<file path="src/rtl/wb_scoreboard.sv">
// Destination-register scoreboard: tracks in-flight producers from issue to writeback
// and tells decode whether each source operand is pending and already forwardable.
module wb_scoreboard #(
  parameter int ALU_LAT = 1,
  parameter int MUL_LAT = 5,
  parameter int CNT_W   = 3
) (
  input  logic       clk_i,
  input  logic       rsn_i,
  input  logic       issue_en_i,
  input  logic [4:0] issue_addr_i,
  input  logic [1:0] issue_kind_i,
  input  logic [4:0] read_addr_a_i,
  input  logic [4:0] read_addr_b_i,
  input  logic       load_done_i,
  input  logic [4:0] load_done_addr_i,
  input  logic       wb_en_i,
  input  logic [4:0] wb_addr_i,
  input  logic       flush_i,
  output logic       pending_a_o,
  output logic       pending_b_o,
  output logic       ready_a_o,
  output logic       ready_b_o,
  output logic       stall_o,
  output logic [4:0] inflight_cnt_o
);

  localparam logic [1:0] KIND_ALU  = 2'b00;
  localparam logic [1:0] KIND_MUL  = 2'b01;
  localparam logic [1:0] KIND_LOAD = 2'b10;

  localparam logic [CNT_W-1:0] ALU_CNT = CNT_W'(ALU_LAT);
  localparam logic [CNT_W-1:0] MUL_CNT = CNT_W'(MUL_LAT);

  // Bit 0 of valid_q/rdy_q stays 0 so register 0 always reads as not pending.
  logic [31:0]      valid_q;
  logic [31:0]      rdy_q;
  logic [1:0]       kind_q [1:31];
  logic [CNT_W-1:0] cnt_q  [1:31];
  logic [4:0]       inflight_q;

  logic             issue_accept;
  logic             issue_new;
  logic             retire_hit;
  logic [1:0]       issue_kind;
  logic [CNT_W-1:0] issue_cnt;
  logic             issue_rdy;
  logic [4:0]       inflight_next;

  // Issue handshake: issue_en_i is valid, !stall_o is ready; an instruction transfers
  // only in a cycle where both are high, otherwise decode holds and re-presents it.
  always_comb begin
    pending_a_o = valid_q[read_addr_a_i];
    pending_b_o = valid_q[read_addr_b_i];
    ready_a_o   = valid_q[read_addr_a_i] && rdy_q[read_addr_a_i];
    ready_b_o   = valid_q[read_addr_b_i] && rdy_q[read_addr_b_i];
    stall_o     = (pending_a_o && !ready_a_o) ||
                  (pending_b_o && !ready_b_o) ||
                  (issue_en_i && valid_q[issue_addr_i]);
    inflight_cnt_o = inflight_q;
  end

  // The reserved kind encoding is tracked exactly like an ALU producer.
  always_comb begin
    issue_kind = KIND_ALU;
    issue_cnt  = ALU_CNT;
    case (issue_kind_i)
      KIND_MUL: begin
        issue_kind = KIND_MUL;
        issue_cnt  = MUL_CNT;
      end
      KIND_LOAD: begin
        issue_kind = KIND_LOAD;
        issue_cnt  = '0;
      end
      default: begin
        issue_kind = KIND_ALU;
        issue_cnt  = ALU_CNT;
      end
    endcase
    issue_rdy = (issue_kind != KIND_LOAD) && (issue_cnt == '0);
  end

  always_comb begin
    issue_accept = issue_en_i && !stall_o && (issue_addr_i != 5'd0);
    issue_new    = issue_accept && !valid_q[issue_addr_i];
    // A writeback to the register being re-issued this cycle is absorbed by the issue.
    retire_hit   = wb_en_i && (wb_addr_i != 5'd0) && valid_q[wb_addr_i] &&
                   !(issue_accept && (issue_addr_i == wb_addr_i));
    inflight_next = inflight_q;
    case ({issue_new, retire_hit})
      2'b10:   inflight_next = inflight_q + 5'd1;
      2'b01:   inflight_next = inflight_q - 5'd1;
      default: inflight_next = inflight_q;
    endcase
  end

  always_ff @(posedge clk_i) begin
    if (!rsn_i || flush_i) begin
      valid_q    <= '0;
      rdy_q      <= '0;
      inflight_q <= '0;
      for (int r = 1; r < 32; r++) begin
        kind_q[r] <= KIND_ALU;
        cnt_q[r]  <= '0;
      end
    end else begin
      inflight_q <= inflight_next;
      for (int r = 1; r < 32; r++) begin
        if (issue_accept && (issue_addr_i == 5'(r))) begin
          valid_q[r] <= 1'b1;
          rdy_q[r]   <= issue_rdy;
          kind_q[r]  <= issue_kind;
          cnt_q[r]   <= issue_cnt;
        end else if (wb_en_i && (wb_addr_i == 5'(r))) begin
          valid_q[r] <= 1'b0;
          rdy_q[r]   <= 1'b0;
          cnt_q[r]   <= '0;
        end else if (valid_q[r]) begin
          // Loads become ready on their cache return; ALU/MUL age down to zero.
          if (kind_q[r] == KIND_LOAD) begin
            if (load_done_i && (load_done_addr_i == 5'(r))) begin
              rdy_q[r] <= 1'b1;
            end
          end else if (cnt_q[r] != '0) begin
            cnt_q[r] <= cnt_q[r] - 1'b1;
            if (cnt_q[r] == CNT_W'(1)) begin
              rdy_q[r] <= 1'b1;
            end
          end
        end
      end
    end
  end

endmodule

</file>
<file path="config.mk">
export PLATFORM = sky130hd
export DESIGN_NAME = wb_scoreboard
export DESIGN_NICKNAME = d
export VERILOG_FILES = /design/src/rtl/wb_scoreboard.sv
export SDC_FILE = /design/constraint.sdc
export NUM_CORES = 1
export LEC_CHECK = 0
export ABC_AREA = 1
export CORE_MARGIN = 1
export CORE_UTILIZATION = 50
export CTS_BUF_LIST = sky130_fd_sc_hd__clkbuf_2
export CTS_CLUSTER_DIAMETER = 40
export DETAILED_ROUTE_END_ITERATION = 12
export PLACE_DENSITY_LB_ADDON = 0.25
export REMOVE_ABC_BUFFERS = 1
export SLEW_MARGIN = 20
export SYNTH_ARGS = -nofsm -noshare
export SYNTH_HDL_FRONTEND = slang
export SYNTH_SLANG_ARGS = --single-unit
</file>
<file path="constraint.sdc">
create_clock -name clk_i -period 9.83 [get_ports clk_i]
set_clock_uncertainty 0.2 [all_clocks]
set_input_delay 2.4575 -clock clk_i [delete_from_list [all_inputs] [get_ports clk_i]]
set_output_delay 2.4575 -clock clk_i [all_outputs]
set_load 0.02 [all_outputs]
</file>
==> summary.txt <==
Pwr
  • Int Pwr: 1.39 mW
  • Switching share of power: 0.310
  • Maximum VDD drop: 0.0666 mV
  • Power Dens Cells: approximately 120 nW/um2
  • Leak Pwr: 7.29 nW
  • Logic pwr share: 0.148
  • Sequential fraction of design power: 0.515
  • Share of total power in the clock network: 0.337
  • Switching pwr: 0.625 mW

Cells and area
  • Core utilization of the finished layout: 0.550
  • Layout fillers: 2909
  • Layout cell share with drive strength beyond 1: 0.108
  • Final-stage net count: 2124
  • Synth-to-Final Area Change: 7.83%

Logic synthesis
  • Total number of yosys warnings: 0
  • Synth area leaders: sky130_fd_sc_hd__edfxtp_1 (31%), sky130_fd_sc_hd__nand2_1 (13%), sky130_fd_sc_hd__dfxtp_1 (8.8%)
  • Cell type contributing the most total cell area after synthesis: sky130_fd_sc_hd__edfxtp_1
  • Most used flip-flop cell after synthesis: sky130_fd_sc_hd__edfxtp_1
  • Number of enable flip-flop cells after synthesis: roughly 160
  • Share of async-settable or async-resettable flops after synthesis: 0
  • Average instance area after synthesis: 7.79 um2
  • Cell types with the highest counts after synthesis: sky130_fd_sc_hd__nand2_1 (542), sky130_fd_sc_hd__inv_1 (288), sky130_fd_sc_hd__nor2_1 (178)
  • Combined area of all synthesized cells: 15200 um2
  • Count of different cell masters after synthesis: 42
  • Most frequent cell after synthesis: sky130_fd_sc_hd__nand2_1
  • Synthesis-stage register bit count: 222
  • Sequential element share of the synthesized area: 0.394
  • Area share of the leading cell type in the synthesized netlist: 0.306
  • Syn Inst Count: 1951

CTS
  • Clock Path Buffers: 3
  • Clock latency reported for the late side of the worst-skew pair: 0.89 ns
  • Clock root buffer: sky130_fd_sc_hd__clkbuf_2
  • Number of cells upsized or downsized after cts: 0
  • TritonCTS clock tree: done
  • CTS Hold Buffers Added: 0
  • CTS Buf Count: 60
  • Num Clock Sinks: ~220
  • H-tree levels: 2
  • Post-CTS repair timing setup buffer count: 0
  • Clock slew at reported path FFs: 0.09 ns

Drt
  • Vias per cell: approximately 5.6
  • Count of vias placed by the detailed router: 13600
  • Detailed Route Iter0 Violations: 1161
  • Final wirelength: 44800 um
  • Detailed-route DRC error count: 0
  • Number of nets with antenna violations after detailed routing: 0
  • Detail-routed net length per standard cell: between 15 and 20 um
  • Count of TritonRoute iterations in the first routing pass: 5

Global routing
  • Pin count of the biggest net entering global routing: 84
  • Total global routing overflow: 0
  • First-pass GRT wire length: 70100 um
  • Total Routing Usage GR: 0.293
  • Number of global-route vias before repair: 12900
  • Initial antenna violation count: 2

Placed design
  • Buffers on Ports: 42
  • Pre-CTS setup slack: 1.73 ns
  • Routability congestion estimate from global placement: 0.970
  • Dpl hpwl: about 33000 um

STA
  • Final clock period utilization by the worst path: 0.832
  • Final Slew Violations: 0
  • Min cycle time layout: 8.18 ns
  • Final Worst Setup Slack: 1.65 ns
  • Final-report setup violation count: 0
  • Relative slew slack: 0.295
  • Upper clock frequency limit: 0.122 GHz
  • Unrepaired setup endpoints after global routing: false
  • Number of failing hold endpoints at the final stage: 0
  • Worst Tran Pin Value: 1.06 ns

Min path
  • Type of the most critical hold path: reg2reg

Setup path
  • Maximum fanout count along the critical path: 19
  • Slowest CP cell: sky130_fd_sc_hd__clkdlybuf4s50_1
  • Critical path class: in2out
  • Data arrival, critical path: approximately 5.5 ns
  • Critical path startpoint category: input port
  • CP Data Required Time: roughly 7.2 ns
  • Worst stage delay on the critical path: approximately 0.9 ns
  • Sequence of cells on the critical path: clkdlybuf4s50_1 > clkinv_1 > nand4_1 > nor2_1 > nand2_1 > nand3_2 > nand3_2 > clkdlybuf4s50_1
  • CP Capture Type: primary output

Floorplanning
  • Initial Util: 0.510
  • Die area: 31100 um2
  • Die Y-Extent: 176 um
  • Total I/O pin count: 43
  • Die width: about 180 um
  • Core area: 29800 um2
  • Std cell rows: 63

Run status
  • Run status: completed

Job
  • Number of violations of the max-capacitance limit: 0
-- worst max-delay path, delay by kind of cell --
| family | cells | cell delay [ns] |
|---|---|---|
| and+or+nand+nor | 5 | 0.77 |
| buffers and inverters | 3 | 2.27 |
-- state kept, by name, indices dropped and copies added (netlist names) --
name            cells
cnt_q              93
inflight_cnt_o      5
kind_q             62
rdy_q              31
valid_q            31
-- layer usage --
layer / part of all wire / global-route usage / up-vias / wire, um
li1: - / - / 6567 / -
met1: 0.43 / 0.394 / 6443 / 19500
met2: 0.47 / 0.487 / 517 / 20900
met3: 0.079 / 0.0482 / 76 / 3530
met4: 0.020 / 0.0794 / 2 / 889
met5: 0.00029 / 0 / - / 13
-- stage by stage --
stage	std cells	cell area (um2)	setup TNS [ns]	hold slack [ns]	total power, mW
2_1_floorplan	1875	14800	-140.75	0.252	1.24
3_5_place_dp	2321	15800	0	0.243	1.35
5_1_grt	2436	16400	0	0.298	2.11
3_3_place_gp	2321	15800	0	0.247	1.35
6_report	2436	16400	0	0.267	2.01
4_1_cts	2434	16400	0	0.268	2.03
-- cell usage in the layout (no fill, tap or decap), types with 5 or more instances in the layout --
master / synthesis / routed
sky130_fd_sc_hd__a21oi_2: 23 / 23
sky130_fd_sc_hd__ha_1: 97 / 97
sky130_fd_sc_hd__dfxtp_1: 67 / 67
sky130_fd_sc_hd__inv_2: 7 / 7
sky130_fd_sc_hd__nand2_1: 542 / 541
sky130_fd_sc_hd__o32ai_1: 22 / 22
sky130_fd_sc_hd__nor2_1: 178 / 175
sky130_fd_sc_hd__clkinv_1: 1 / 12
sky130_fd_sc_hd__nand3_1: 148 / 148
sky130_fd_sc_hd__inv_1: 288 / 287
sky130_fd_sc_hd__nand3_4: 29 / 29
sky130_fd_sc_hd__clkbuf_2: 0 / 95
sky130_fd_sc_hd__nor3_1: 14 / 14
sky130_fd_sc_hd__xor2_1: 33 / 33
sky130_fd_sc_hd__a21oi_1: 61 / 61
sky130_fd_sc_hd__o22ai_1: 5 / 5
sky130_fd_sc_hd__nor2_4: 3 / 5
sky130_fd_sc_hd__nand4_1: 98 / 98
sky130_fd_sc_hd__o21ai_0: 41 / 41
sky130_fd_sc_hd__edfxtp_1: 155 / 155
sky130_fd_sc_hd__a22oi_1: 7 / 7
sky130_fd_sc_hd__buf_4: 14 / 14
sky130_fd_sc_hd__nor3_2: 29 / 29
sky130_fd_sc_hd__o211ai_1: 6 / 6
sky130_fd_sc_hd__clkinv_2: 0 / 7
sky130_fd_sc_hd__clkdlybuf4s50_1: 0 / 42
-- kinds of logic (layout without fill, tap and decap cells) --
logic type      count (synthesis)  count (layout)  share of synthesized area
xor+xnor                       34              34                     0.0196
buf+inv                       372             465                      0.101
compound gates                175             175                     0.0727
simple gates                 1050            1050                      0.331
flops                         222             222                      0.394
fa+ha+maj                      98              98                     0.0811
other cells                     0               2                          0
-- power by group through the flow --
stage               registers [mW]  clock network [mW]  logic (mW)
finish                        1.04               0.678       0.298
global route                  1.04               0.745       0.326
CTS                           1.04               0.694       0.296
detailed placement            1.06                   0       0.294
global placement              1.06                   0       0.289
floorplan                     1.06                   0       0.186
-- final timing paths --
check / startpoint / endpoint / slack [ns] / depth (start not counted)
worst max register to register: valid_q[5] / inflight_cnt_o[4] / 5.77 / 22
worst max-delay path: issue_addr_i[4] / stall_o / 1.65 / 8
worst min register to register: inflight_cnt_o[4] / inflight_cnt_o[4] / 0.27 / 1
worst min-delay path: inflight_cnt_o[4] / inflight_cnt_o[4] / 0.27 / 1
-- layout make-up --
class	instances	area [um2]	area share
repair buffers	56	526	0.0321
diodes	2	5.00	0.000305
multi-input cells	1357	7690	0.469
clock buffers	95	475	0.0290
clock inverters	18	101	0.00618
inverters	296	1110	0.0678
well taps	390	488	0.0298
flip-flops and latches	222	6000	0.366
Power figures use the tool's default switching activity.
